**src/rtl/reg_view_if.sv**
```systemverilog
// ============================================================================
//  Module      : reg_view_if
//  Description : Register-view bus: channel data and buttons in, display out.
//  Revision    : 1.0
// ============================================================================
`default_nettype none

interface reg_view_if #(
  parameter int NUM_CH  = 5,
  parameter int NUM_DIG = 4
);
  localparam int c_ch_w  = 4 * NUM_DIG;
  localparam int c_sel_w = $clog2(NUM_CH);

  logic [NUM_CH*c_ch_w-1:0] regs_in;
  logic [3:0]               btn_n;
  logic [7:0]               seg;
  logic [NUM_DIG-1:0]       dig;
  logic [c_sel_w-1:0]       sel_ch;
  logic                     frozen;
  logic                     auto_on;

  modport master (output regs_in, output btn_n,
                  input seg, input dig, input sel_ch, input frozen, input auto_on);
  modport slave  (input regs_in, input btn_n,
                  output seg, output dig, output sel_ch, output frozen, output auto_on);
endinterface

`default_nettype wire

```
**src/rtl/reg_view_monitor.sv**
```systemverilog
// ============================================================================
//  Module      : reg_view_monitor
//  Description : Debounced channel selector, freeze snapshot, hex 7-seg scanner.
//  Revision    : 1.0
// ============================================================================
`default_nettype none

module reg_view_monitor #(
  parameter int NUM_CH        = 5,
  parameter int NUM_DIG       = 4,
  parameter int DEB_CYCLES    = 50000,
  parameter int SCROLL_CYCLES = 50_000_000,
  parameter int SCAN_CYCLES   = 50000
) (
  input  wire logic clk,
  input  wire logic reset,
  reg_view_if.slave bus
);
  localparam int c_ch_w   = 4 * NUM_DIG;
  localparam int c_sel_w  = $clog2(NUM_CH);
  localparam int c_deb_w  = $clog2(DEB_CYCLES + 1);
  localparam int c_scr_w  = $clog2(SCROLL_CYCLES + 1);
  localparam int c_scan_w = $clog2(SCAN_CYCLES + 1);
  localparam int c_dig_w  = (NUM_DIG > 1) ? $clog2(NUM_DIG) : 1;

  localparam logic [c_deb_w-1:0]  c_deb_last  = c_deb_w'(DEB_CYCLES - 1);
  localparam logic [c_scr_w-1:0]  c_scr_last  = c_scr_w'(SCROLL_CYCLES - 1);
  localparam logic [c_scan_w-1:0] c_scan_last = c_scan_w'(SCAN_CYCLES - 1);
  localparam logic [c_sel_w-1:0]  c_last_ch   = c_sel_w'(NUM_CH - 1);
  localparam logic [c_dig_w-1:0]  c_dig_last  = c_dig_w'(NUM_DIG - 1);

  typedef enum logic [0:0] {LIVE = 1'b0, HOLD = 1'b1} frz_state_t;

  logic [3:0]         r_sync1, r_sync2, r_deb, r_armed, r_press;
  logic [c_deb_w-1:0] r_deb_cnt [4];

  // Synchronisers reset to the pressed level: a button held across reset
  // never arms, so it cannot pulse until it has been seen released.
  always_ff @(posedge clk or negedge reset) begin
    if (!reset) begin
      r_sync1 <= '0;
      r_sync2 <= '0;
    end else begin
      r_sync1 <= bus.btn_n;
      r_sync2 <= r_sync1;
    end
  end

  always_ff @(posedge clk or negedge reset) begin
    if (!reset) begin
      r_deb   <= '1;
      r_armed <= '0;
      r_press <= '0;
      for (int i = 0; i < 4; i++) r_deb_cnt[i] <= '0;
    end else begin
      for (int i = 0; i < 4; i++) begin
        r_press[i] <= 1'b0;
        if (r_sync2[i]) r_armed[i] <= 1'b1;
        if (r_sync2[i] == r_deb[i]) begin
          r_deb_cnt[i] <= '0;
        end else if (r_deb_cnt[i] == c_deb_last) begin
          r_deb_cnt[i] <= '0;
          r_deb[i]     <= r_sync2[i];
          r_press[i]   <= ~r_sync2[i] & r_armed[i];
        end else begin
          r_deb_cnt[i] <= r_deb_cnt[i] + 1'b1;
        end
      end
    end
  end

  logic w_next, w_prev, w_frz, w_auto_p;
  assign w_next   = r_press[0];
  assign w_prev   = r_press[1];
  assign w_frz    = r_press[2];
  assign w_auto_p = r_press[3];

  logic [c_sel_w-1:0] r_sel, w_sel_nxt, w_sel_inc, w_sel_dec;
  logic [c_scr_w-1:0] r_scr;
  logic               r_auto, w_tc;

  assign w_tc      = r_auto && (r_scr == c_scr_last);
  assign w_sel_inc = (r_sel == c_last_ch) ? '0 : r_sel + 1'b1;
  assign w_sel_dec = (r_sel == '0) ? c_last_ch : r_sel - 1'b1;

  // Manual steps take priority over the scroll terminal count.
  always_comb begin
    w_sel_nxt = r_sel;
    if (w_next && !w_prev)       w_sel_nxt = w_sel_inc;
    else if (w_prev && !w_next)  w_sel_nxt = w_sel_dec;
    else if (!w_next && !w_prev && w_tc) w_sel_nxt = w_sel_inc;
  end

  always_ff @(posedge clk or negedge reset) begin
    if (!reset) begin
      r_sel  <= '0;
      r_auto <= 1'b0;
      r_scr  <= '0;
    end else begin
      r_sel <= w_sel_nxt;
      if (w_auto_p) r_auto <= ~r_auto;
      if (w_next || w_prev || w_auto_p) r_scr <= '0;
      else if (r_auto)                  r_scr <= w_tc ? '0 : r_scr + 1'b1;
      else                              r_scr <= '0;
    end
  end

  frz_state_t              r_state, w_state_nxt;
  logic                    w_snap_load;
  logic [NUM_CH*c_ch_w-1:0] r_snap;

  always_ff @(posedge clk or negedge reset) begin
    if (!reset) r_state <= LIVE;
    else        r_state <= w_state_nxt;
  end

  always_comb begin
    w_state_nxt = r_state;
    w_snap_load = 1'b0;
    case (r_state)
      LIVE: if (w_frz) begin
        w_state_nxt = HOLD;
        w_snap_load = 1'b1;
      end
      HOLD: if (w_frz) w_state_nxt = LIVE;
      default: w_state_nxt = LIVE;
    endcase
  end

  logic [c_ch_w-1:0] r_view;

  always_ff @(posedge clk or negedge reset) begin
    if (!reset) begin
      r_snap <= '0;
      r_view <= '0;
    end else begin
      if (w_snap_load) r_snap <= bus.regs_in;
      r_view <= (r_state == HOLD) ? r_snap[c_ch_w*r_sel +: c_ch_w]
                                  : bus.regs_in[c_ch_w*r_sel +: c_ch_w];
    end
  end

  logic [c_scan_w-1:0] r_scan_cnt;
  logic [c_dig_w-1:0]  r_dig_idx;
  logic [3:0]          w_nib;
  logic [6:0]          w_font;
  logic                w_dp_lit;
  logic [NUM_DIG-1:0]  w_dig_oh, r_dig;
  logic [7:0]          r_seg;

  assign w_nib    = r_view[4*r_dig_idx +: 4];
  assign w_dig_oh = NUM_DIG'(1) << r_dig_idx;
  assign w_dp_lit = ((r_dig_idx == '0) && (r_state == HOLD)) ||
                    ((r_dig_idx == c_dig_last) && r_auto);

  // Active-low {g,f,e,d,c,b,a}
  always_comb begin
    w_font = 7'h7F;
    case (w_nib)
      4'h0: w_font = 7'h40;  4'h1: w_font = 7'h79;
      4'h2: w_font = 7'h24;  4'h3: w_font = 7'h30;
      4'h4: w_font = 7'h19;  4'h5: w_font = 7'h12;
      4'h6: w_font = 7'h02;  4'h7: w_font = 7'h78;
      4'h8: w_font = 7'h00;  4'h9: w_font = 7'h10;
      4'hA: w_font = 7'h08;  4'hB: w_font = 7'h03;
      4'hC: w_font = 7'h46;  4'hD: w_font = 7'h21;
      4'hE: w_font = 7'h06;  4'hF: w_font = 7'h0E;
      default: w_font = 7'h7F;
    endcase
  end

  always_ff @(posedge clk or negedge reset) begin
    if (!reset) begin
      r_scan_cnt <= '0;
      r_dig_idx  <= '0;
      r_seg      <= 8'hFF;
      r_dig      <= '1;
    end else begin
      if (r_scan_cnt == c_scan_last) begin
        r_scan_cnt <= '0;
        r_dig_idx  <= (r_dig_idx == c_dig_last) ? '0 : r_dig_idx + 1'b1;
      end else begin
        r_scan_cnt <= r_scan_cnt + 1'b1;
      end
      r_seg <= {~w_dp_lit, w_font};
      r_dig <= ~w_dig_oh;
    end
  end

  assign bus.seg     = r_seg;
  assign bus.dig     = r_dig;
  assign bus.sel_ch  = r_sel;
  assign bus.frozen  = (r_state == HOLD);
  assign bus.auto_on = r_auto;

endmodule

`default_nettype wire

```
**src/flat_wrapper.sv**
```systemverilog
// flat-port wrapper written by rule: the top's interface ports become plain ports
module reg_view_monitor_flat 
#(
  parameter int NUM_CH        = 5,
  parameter int NUM_DIG       = 4,
  parameter int DEB_CYCLES    = 50000,
  parameter int SCROLL_CYCLES = 50_000_000,
  parameter int SCAN_CYCLES   = 50000
)
  (clk, reset, bus_regs_in, bus_btn_n, bus_seg, bus_dig, bus_sel_ch, bus_frozen, bus_auto_on);
  reg_view_if #(.NUM_CH(NUM_CH), .NUM_DIG(NUM_DIG)) bus_i ();
  input  wire logic clk;
  input  wire logic reset;
  input wire logic [$bits(bus_i.regs_in)-1:0] bus_regs_in;
  input wire logic [$bits(bus_i.btn_n)-1:0] bus_btn_n;
  output wire logic [$bits(bus_i.seg)-1:0] bus_seg;
  output wire logic [$bits(bus_i.dig)-1:0] bus_dig;
  output wire logic [$bits(bus_i.sel_ch)-1:0] bus_sel_ch;
  output wire logic [$bits(bus_i.frozen)-1:0] bus_frozen;
  output wire logic [$bits(bus_i.auto_on)-1:0] bus_auto_on;
  assign bus_i.regs_in = bus_regs_in;
  assign bus_i.btn_n = bus_btn_n;
  assign bus_seg = bus_i.seg;
  assign bus_dig = bus_i.dig;
  assign bus_sel_ch = bus_i.sel_ch;
  assign bus_frozen = bus_i.frozen;
  assign bus_auto_on = bus_i.auto_on;
  reg_view_monitor #(.NUM_CH(NUM_CH), .NUM_DIG(NUM_DIG), .DEB_CYCLES(DEB_CYCLES), .SCROLL_CYCLES(SCROLL_CYCLES), .SCAN_CYCLES(SCAN_CYCLES)) u_core (.clk(clk), .reset(reset), .bus(bus_i));
endmodule
```
**config.mk**
```make
export PLATFORM = sky130hd
export DESIGN_NAME = reg_view_monitor_flat
export DESIGN_NICKNAME = d
export VERILOG_FILES = /design/src/rtl/reg_view_if.sv /design/src/rtl/reg_view_monitor.sv /design/src/flat_wrapper.sv
export SDC_FILE = /design/constraint.sdc
export NUM_CORES = 1
export LEC_CHECK = 0
export CAP_MARGIN = 20
export CORE_ASPECT_RATIO = 1.25
export CORE_MARGIN = 2
export CORE_UTILIZATION = 54
export CTS_CLUSTER_SIZE = 30
export DETAILED_ROUTE_END_ITERATION = 12
export PLACE_DENSITY = 0.83
export SYNTH_ARGS = -nofsm -noshare
export SYNTH_HDL_FRONTEND = slang
export SYNTH_SLANG_ARGS = --single-unit
```
**constraint.sdc**
```tcl
create_clock -name clk -period 2.8 [get_ports clk]
set_clock_uncertainty 0.1 [all_clocks]
set_input_delay 0.84 -clock clk [delete_from_list [all_inputs] [get_ports clk]]
set_output_delay 0.84 -clock clk [all_outputs]
set_load 0.01 [all_outputs]
```
==> results.md <==
* Outcome: finished clean
* Worst-Skew Late Latency at ~520 ps
* DR iter-0 viols at 443
* Tmin final at 2660 ps
* Total number of vias at 7783
* Critical Path Source Type: flop
* First-pass GRT wire length at roughly 40000 microns
* Initial Util at a little under three fifths
* Pins Over Slew Limit at 0
* Dominant synthesized flop cell: dfrtp_1
* H-tree levels at 1
* Peak VDD IR at 0.000408 V
* Core area at 20900 sq um
* Die X at around 130 microns
* DRT Wirelength at between 20000 and 25000 microns
* Initial antenna violation count at 1
* Leakage power at 5.87 nW
* Routability congestion estimate at 0.828
* Worst-path maximum fanout at 15
* Req. time, crit path at 1860 ps
* GR Overflow Total at 0
* CTS Buf Count at 24
* FP Rows at 59
* Synthesis-to-finish area growth at 19.1%
* Postcts setup bufs at 0
* CP top delay family: flip-flops
* Post-synth EDFFs at 0
* FILL cells at 1526
* RSZ-0062 raised after global routing: no
* CP max-delay cell: dfrtp_4
* Vias/cell at 5.64
* Post-route clock period utilization at 94.9%
* CP bufs+invs at 1
* I/O Pins at around 100
* # port buffers at 102
* Synth async-reset ratio at 100%
* Final non-filler cell total at 1379
* Total GRT Usage at 22.1%
* Count of different cell masters after synthesis at 47
* Crit-path cells: clkdlybuf4s50_1
* Antenna-violating nets left at 0
* DP Wirelength at approximately 17000 microns
* Flops & latches, synth at ~240
* Hold bufs inserted after CTS at 0
* Cell area after synthesis at 11500 sq um
* WL/cell at about 18 microns
* Post-Place Cells at 1334
* Max Cap Viol at 0
* Root buffer cell: clkbuf_16
* Max transition margin at 55.1%
* Synth warn at 0
* Num Clock Sinks at roughly 240
* Syn_nets at 1088
* PD cells at around 530 nW/um^2
* Crit end category: primary output
* WS Path Type: reg -> out
* Setup TNS at 0 ps
* Hold Vio Cnt, Final at 0
* Avg Cell Area, Syn at between 10 and 15 sq um
* Layout cells sized above 1 at 19.1%
* # nets final at 1193
* Max stage delay on crit path at approximately 600 ps
* Worst EP arrival at 1720 ps
* DRC Markers at 0
* Register area share after synthesis at 52.6%
* Number of gates resized after cts at 0
* Clock-pin transition on the worst setup and hold timing paths at 60 ps
* Final setup viols at 0
* Die ar. at between 20000 and 25000 sq um
* Largest buffer count on any clock path at 3
* Worst hold path class: in -> async
* Total power at 7.21 mW
* Largest net degree at the start of global routing at 70
* DRT Pass-1 Iters at 4
* Max Clk Rate at approximately 0.38 GHz
* Vias in the first global route at 7936
* Die height at 167 microns
* TritonCTS clock tree: yes
* Worst-Margin Slew at 667 ps
* Cell count after synthesis at 981
-- cell usage after synthesis (all sizes together) (3+ instances only) --
master / instances / share of area, %
dfrtp: 225 / 49
nor2: 141 / 4.6
mux2: 88 / 8.6
a21oi: 50 / 2.2
xnor2: 50 / 3.8
nand2: 49 / 1.6
xor2: 49 / 3.7
nand3: 39 / 1.9
mux4: 36 / 7.0
inv: 29 / 0.95
clkbuf: 26 / 0.86
ha: 21 / 2.3
nand4: 21 / 1.1
nor3: 21 / 0.91
and3: 19 / 1.0
mux2i: 17 / 1.5
dfstp: 16 / 3.7
buf: 13 / 0.73
nor4: 11 / 0.73
o21ai: 9 / 0.39
and4: 7 / 0.53
nor4b: 7 / 0.53
or2: 7 / 0.38
nor2b: 5 / 0.27
or3: 4 / 0.22
nand2b: 3 / 0.16
-- registers in the layout, summed over array words and instances, names as in the netlist, 3 cells and up --
signal / flops
u_core.r_snap: 80
u_core.r_deb_cnt: 64
u_core.r_scr: 26
u_core.r_scan_cnt: 16
u_core.r_view: 16
u_core.bus.seg: 8
u_core.bus.dig: 4
u_core.r_armed: 4
u_core.r_deb: 4
u_core.r_press: 4
u_core.r_sync1: 4
u_core.r_sync2: 4
u_core.bus.sel_ch: 3
-- layout make-up --
cell class / instances / area [sq um] / area share (%)
tap: 274 / 343 / 2.50
sequential: 241 / 6050 / 44.2
clock buffer: 36 / 771 / 5.63
timing repair buffer: 118 / 1200 / 8.73
multi-input combinational: 672 / 5180 / 37.8
clock inverter: 8 / 48.8 / 0.356
inverter: 29 / 109 / 0.794
antenna: 1 / 2.50 / 0.0183
-- report_power, final --
| group | leakage [nW] | internal, mW | switching [mW] |
|---|---|---|---|
| sequential | 3.21 | 3.53 | 0.0237 |
| combinational | 2.26 | 0.205 | 0.180 |
| clock | 0.402 | 1.91 | 1.36 |
-- cells by family after synthesis --
family,share of synthesized area (%)
buf+inv,2.53
simple gates,14.6
flops,52.6
fa+ha+maj,2.28
compound gates,3.33
xor+xnor,7.54
mux,17.1
-- path summary, 6_finish.rpt --
kind	from	endpoint	slack (ps)	depth (start not counted)
worst max-delay path	u_core.bus.frozen	bus_frozen	140	1
worst min-delay path	reset	u_core.r_deb_cnt[40]	170	1
worst max register to register	u_core.bus.frozen	u_core.r_view[10]	550	4
worst min register to register	u_core.r_sync1[0]	u_core.r_sync2[0]	250	0
max in group asynchronous	reset	u_core.r_snap[1]	1710	2
min in group clk	u_core.r_sync1[0]	u_core.r_sync2[0]	250	0
-- metal layers --
metal	vias up	track usage, %	share of wire (%)
met3	61	3.15	4.2
met1	3902	29.2	42
li1	3647	-	-
met5	-	0	0
met2	173	37.1	50
met4	0	8.51	3.9
-- cells in the final DEF (no fill, tap or decap), types with 3 or more instances in the layout --
cell type / count
nor4b_1: 6
ha_1: 20
buf_4: 12
nand2b_1: 3
o21ai_0: 8
mux2i_1: 17
inv_1: 29
a21oi_1: 50
mux4_2: 36
or3_1: 4
xor2_1: 49
clkdlybuf4s50_1: 101
nor4_1: 10
mux2_2: 88
clkinv_2: 5
and4_1: 7
buf_12: 4
nand4_1: 21
nor2b_1: 5
nand2_1: 49
nor3_1: 21
and3_1: 19
dfrtp_1: 224
nor2_1: 139
or2_2: 6
clkbuf_16: 28
xnor2_1: 50
dfstp_2: 16
clkbuf_8: 4
clkbuf_1: 4
nand3_1: 37
-- through the flow --
step	instance area, sq um	util (%)	setup WS (ps)	hold slack [ps]
final	13700	65.6	142	168
after global routing	13700	65.6	86.5	204
after CTS	13700	65.6	103	188
after detailed placement	12900	61.7	435	236
after global placement	12900	61.7	440	233
after floorplan	11500	-	490	231
Power figures use the tool's default switching activity.
==> RTL change 1: new RTL, same flow settings <==
`DEB_CYCLES` is set to 50000 in 2 places; all go to 100000.
--- a/src/rtl/reg_view_monitor.sv
+++ b/src/rtl/reg_view_monitor.sv
@@ -8,7 +8,7 @@
 module reg_view_monitor #(
   parameter int NUM_CH        = 5,
   parameter int NUM_DIG       = 4,
-  parameter int DEB_CYCLES    = 50000,
+  parameter int DEB_CYCLES    = 100000,
   parameter int SCROLL_CYCLES = 50_000_000,
   parameter int SCAN_CYCLES   = 50000
 ) (
--- a/src/flat_wrapper.sv
+++ b/src/flat_wrapper.sv
@@ -3,7 +3,7 @@
 #(
   parameter int NUM_CH        = 5,
   parameter int NUM_DIG       = 4,
-  parameter int DEB_CYCLES    = 50000,
+  parameter int DEB_CYCLES    = 100000,
   parameter int SCROLL_CYCLES = 50_000_000,
   parameter int SCAN_CYCLES   = 50000
 )
Function: same outputs for any inputs over 4 cycles, from zero or initial values and one cycle with reset low; that may be too few to reach the edited logic, so the function may still have changed.
==> RTL change 1 against the unedited design <==
  * Power increased by 4.5%
  * Via count increased by 1.9%
  * Area after synthesis grew 1.9%
  * Critical endpoint unchanged
  * Final area rose by 2.0%
  * Setup slack better by 0.091 ns
  * Sequential power is 2% higher
  * Routed wire length rose by 1.7%
  * Sequential cell count is 4 higher
  * Critical path type unchanged
==> RTL change 1: results (changes against the unedited design) <==
INFO  metric critPathSlowestCell = clkdlybuf4s50_1 (was dfrtp_4)
INFO  metric seq_cell_power = 0.00361 W (was 0.00355 W)
INFO  metric grt_max_degree = 63 (was 70)
INFO  metric finalWeightedCongestion = 0.8503 (was 0.8282)
INFO  metric groute.layer.met2.usage = 0.3781 (was 0.3713)
INFO  metric buffers_excl_clock = 117 (was 118)
INFO  metric path_max_fanout = 9 (was 15)
INFO  metric initialDrtViolationCount = 333 (was 443)
INFO  metric status = finished clean (unchanged)
INFO  metric grt_first_pass_wirelength = 40.25 mm (was 39.90 mm)
INFO  metric wl = 24.65 mm (was 24.25 mm)
INFO  metric antenna_found_initial = 0 (was 1)
INFO  metric drtPass1Iterations = 5 (was 4)
INFO  metric synthesis.area_per_instance = 11.67 µm² (was 11.72 µm²)
INFO  metric finish.net_count = 1,213 (was 1,193)
INFO  metric layout-drive-gt1-share = 0.1947 (was 0.1911)
INFO  metric cpLargestDelayFamily = buffers and inverters (was flip-flops)
INFO  metric regToRegStartpoint = u_core.r_scr[16] (was u_core.bus.frozen)
INFO  metric n_multi_input_combinational_cell = 690 (was 672)
INFO  metric met1Wirelength = 9.947 mm (was 10.16 mm)
INFO  metric wl_per_cell = 17.56 µm (was 17.58 µm)
INFO  metric portion_of_total_power_attributed_to_the_clock_network = 0.469 (was 0.454)
INFO  metric routed-via-count = 7,931 (was 7,783)
INFO  metric post_synth_num_cell_types = 51 (was 47)
INFO  metric dr_wl_met3 = 1.245 mm (was 1.007 mm)
INFO  metric clock_cell_area_share = 0.06328 (was 0.05981)
INFO  metric yosysSeqAreaShare = 0.5246 (was 0.5261)
INFO  metric antenna_cells_inserted = 0 (was 1)
INFO  metric design.seq.count = 245 (was 241)
INFO  metric signal_buffers_share_of_area = 0.08682 (was 0.08730)
INFO  metric power.net_switching = 0.001566 W (was 0.001562 W)
INFO  metric r2r_slack = 0.47 ns (was 0.55 ns)
INFO  metric tightestPinTransition = 0.8282 ns (was 0.6667 ns)
INFO  metric placed_cells = 1,358 (was 1,334)
INFO  metric clkbuf_count = 35 (was 36)
INFO  metric fillCellCount = 1,592 (was 1,526)
INFO  metric grt_pass1_vias = 8,121 (was 7,936)
INFO  metric nNonClkInverters = 27 (was 29)
INFO  metric seq_area = 6155 µm² (was 6055 µm²)
INFO  metric met2_length = 12.47 mm (was 12.13 mm)
INFO  metric postSynthNetCount = 1,112 (was 1,088)
INFO  metric hpwl = 17.13 mm (was 17.07 mm)
INFO  metric groute.layer.met1.usage = 0.2804 (was 0.2924)
==> RTL change 1: cell types whose count changed in the layout (fill, tap and decap cells not counted), moves of 3 or more <==
cell       delta
or2_2         +3
buf_4         -3
and2_1        +3
xor2_1        +9
xnor2_1       -6
clkbuf_16     -3
and4_1        +4
dfrtp_1       +4
bufinv_16     +4
and3_1       -10
nand2_1      +12
==> RTL change 1: cell families (layout without fill, tap and decap cells) <==
| group | after synthesis | after routing | synth area share |
|---|---|---|---|
| and+or+nand+nor | 356 | 356 | 0.1483 |
| DFF | 245 | 245 | 0.5246 |
| muxes | 141 | 141 | 0.1691 |
| xor gates and xnor gates | 102 | 102 | 0.07619 |
| AOI/OAI and AO/OA | 70 | 70 | 0.03287 |
| buffers and inverters | 70 | 190 | 0.02646 |
| adders and majority gates | 21 | 21 | 0.02241 |
==> RTL change 1: worst max-delay path by stage <==
stage,start,endpoint,slack (ns)
5_1_grt,u_core.bus.frozen,bus_frozen,0.18
4_1_cts,u_core.bus.frozen,bus_frozen,0.21
3_5_place_dp,bus_regs_in[56],u_core.r_view[8],0.34
3_3_place_gp,bus_regs_in[56],u_core.r_view[8],0.34
6_report,u_core.bus.frozen,bus_frozen,0.23
2_1_floorplan,u_core.bus.frozen,u_core.r_snap[0],0.49
==> RTL change 1: metrics by stage <==
| step | area (µm²) | total power (W) | hold WS, ns |
|---|---|---|---|
| after floorplan | 11730 | 0.003798 | 0.2312 |
| after global placement | 13100 | 0.004060 | 0.2361 |
| after detailed placement | 13100 | 0.004067 | 0.2409 |
| after CTS | 13980 | 0.007578 | 0.1813 |
| after global routing | 13980 | 0.007774 | 0.2014 |
| final | 13980 | 0.007529 | 0.1660 |
==> RTL change 2: new RTL, config.mk and constraints unchanged <==
Made on the original files. Make the reset (`reset`) synchronous in 6 clocked blocks.
--- a/src/rtl/reg_view_monitor.sv
+++ b/src/rtl/reg_view_monitor.sv
@@ -36,7 +36,7 @@
 
   // Synchronisers reset to the pressed level: a button held across reset
   // never arms, so it cannot pulse until it has been seen released.
-  always_ff @(posedge clk or negedge reset) begin
+  always_ff @(posedge clk) begin
     if (!reset) begin
       r_sync1 <= '0;
       r_sync2 <= '0;
@@ -46,7 +46,7 @@
     end
   end
 
-  always_ff @(posedge clk or negedge reset) begin
+  always_ff @(posedge clk) begin
     if (!reset) begin
       r_deb   <= '1;
       r_armed <= '0;
@@ -91,7 +91,7 @@
     else if (!w_next && !w_prev && w_tc) w_sel_nxt = w_sel_inc;
   end
 
-  always_ff @(posedge clk or negedge reset) begin
+  always_ff @(posedge clk) begin
     if (!reset) begin
       r_sel  <= '0;
       r_auto <= 1'b0;
@@ -109,7 +109,7 @@
   logic                    w_snap_load;
   logic [NUM_CH*c_ch_w-1:0] r_snap;
 
-  always_ff @(posedge clk or negedge reset) begin
+  always_ff @(posedge clk) begin
     if (!reset) r_state <= LIVE;
     else        r_state <= w_state_nxt;
   end
@@ -129,7 +129,7 @@
 
   logic [c_ch_w-1:0] r_view;
 
-  always_ff @(posedge clk or negedge reset) begin
+  always_ff @(posedge clk) begin
     if (!reset) begin
       r_snap <= '0;
       r_view <= '0;
@@ -169,7 +169,7 @@
     endcase
   end
 
-  always_ff @(posedge clk or negedge reset) begin
+  always_ff @(posedge clk) begin
     if (!reset) begin
       r_scan_cnt <= '0;
       r_dig_idx  <= '0;
Behaviour: differs if reset is asserted again (counterexample within 4 cycles, from zero or initial values and one cycle with reset low); with reset held inactive, the same outputs for 10 cycles.
==> RTL change 2 against the unedited design <==
  * Area after synthesis decreased by 0.78%
  * Final area about the same
  * First-iteration DRC count increased by 4.5%
  * Setup slack improved by 0.021 ns
  * Register-to-register slack got worse by 0.20 ns
  * Power increased by 2.0%
  * Hold slack improved by 0.17 ns
  * Routed wire length decreased by 0.74%
  * Sequential cell count unchanged
  * Largest cell class is now multi-input combinational cells
  * Largest power group unchanged
==> RTL change 2: results (changes against the unedited design) <==
INFO  metric hpwl = 16.98 mm (was 17.07 mm)
INFO  metric synth_edf_count = 64 (was 0)
INFO  metric placed_cell_area = 12,920 µm² (was 12,880 µm²)
INFO  metric layout-drive-gt1-share = 0.08340 (was 0.1911)
INFO  metric synth.mux.area_fraction = 0.1811 (was 0.1715)
INFO  metric synth_common_cells = nor2_1, dfxtp_1, mux2i_1 (was dfrtp_1, nor2_1, mux2_2)
INFO  metric path_max_fanout = 7 (was 15)
INFO  metric dr_wl_met3 = 1.436 mm (was 1.007 mm)
INFO  metric grt_first_pass_wirelength = 40.39 mm (was 39.90 mm)
INFO  metric antenna_cells_inserted = 0 (was 1)
INFO  metric grt_max_degree = 75 (was 70)
INFO  metric grt_pass1_vias = 8,559 (was 7,936)
INFO  metric max_stage_delay = 0.62 ns (was 0.60 ns)
INFO  metric ys.flop_type = dfxtp_1 (was dfrtp_1)
INFO  metric synth-xor-area-share = 0.06140 (was 0.07539)
INFO  metric place_ws = 0.3420 ns (was 0.4349 ns)
INFO  metric min_period_over_period = 0.9417 (was 0.9493)
INFO  metric met2_length = 12.40 mm (was 12.13 mm)
INFO  metric critical_path_arrival = 1.70 ns (was 1.72 ns)
INFO  metric cpLargestDelayFamily = buffers and inverters (was flip-flops)
INFO  metric worst_hold_path_class = flip-flop to flip-flop (was input port to async pin)
INFO  metric global_route.usage.total = 0.2170 (was 0.2210)
INFO  metric max_slew_margin = 0.6078 (was 0.5514)
INFO  metric synth.area.top_cells = dfxtp_1, edfxtp_1, mux2i_1, mux4_2, nor2_1 (was dfrtp_1, mux2_2, mux4_2, nor2_1, xnor2_1)
INFO  metric regToRegEndpoint = u_core.r_deb_cnt[2][11] (was u_core.r_view[10])
INFO  metric regToRegStartpoint = u_core.r_deb_cnt[2][10] (was u_core.bus.frozen)
INFO  metric proportion_of_synthesized_flip_flops_having_asynchronous_set_or_reset = 0 (was 1.000)
INFO  metric status = finished clean (unchanged)
INFO  metric wl = 24.07 mm (was 24.25 mm)
INFO  metric irDropWorstVdd = 0.5269 mV (was 0.4084 mV)
## RTL change 2: changes by cell type after synthesis, moves of 12 or more
| cell | before | now |
|---|---|---|
| mux2i_1 | 17 | 121 |
| buf_1 | 0 | 12 |
| nor2_1 | 139 | 186 |
| dfstp_2 | 16 | 0 |
| dfxtp_1 | 0 | 177 |
| xnor2_1 | 50 | 37 |
| dfrtp_1 | 225 | 0 |
| o22ai_1 | 1 | 17 |
| a21oi_1 | 50 | 23 |
| mux2_2 | 88 | 2 |
| edfxtp_1 | 0 | 64 |
## RTL change 2: report_power, final
part	switching (W)	internal, W
sequential	0.0000838	0.00368
clock	0.00133	0.00179
combinational	0.000217	0.000249
total	0.00163	0.00572
## RTL change 2: through the flow
step                      std cells  utilization  hold slack, ns
final                          1521       0.6576          0.3385
after CTS                      1521       0.6576          0.3385
after global placement         1476       0.6207          0.3196
after global routing           1521       0.6576          0.3583
after detailed placement       1476       0.6207          0.3291
after floorplan                1146            -          0.3119
## RTL change 2: metal layers
metal / track usage / vias up
met5: 0 / -
met4: 0.06590 / 0
met3: 0.05114 / 35
met2: 0.3931 / 172
met1: 0.2532 / 4050
li1: - / 4124
## RTL change 2: final cells by class
| type | count | area, µm² |
|---|---|---|
| clock buffer | 38 | 725.7 |
| clock inverter | 7 | 42.54 |
| fill | 1605 | 7128 |
| inverter | 27 | 101.3 |
| multi-input combinational | 819 | 5846 |
| sequential | 241 | 5468 |
| tap | 274 | 342.8 |
| timing repair buffer | 115 | 1164 |
## RTL change 2: logic make-up after synthesis
group | after synthesis
and+or+nand+nor | 417
DFF | 241
muxes | 160
buffers and inverters | 86
xor gates and xnor gates | 80
AOI/OAI and AO/OA | 78
adders and majority gates | 20
other | 1
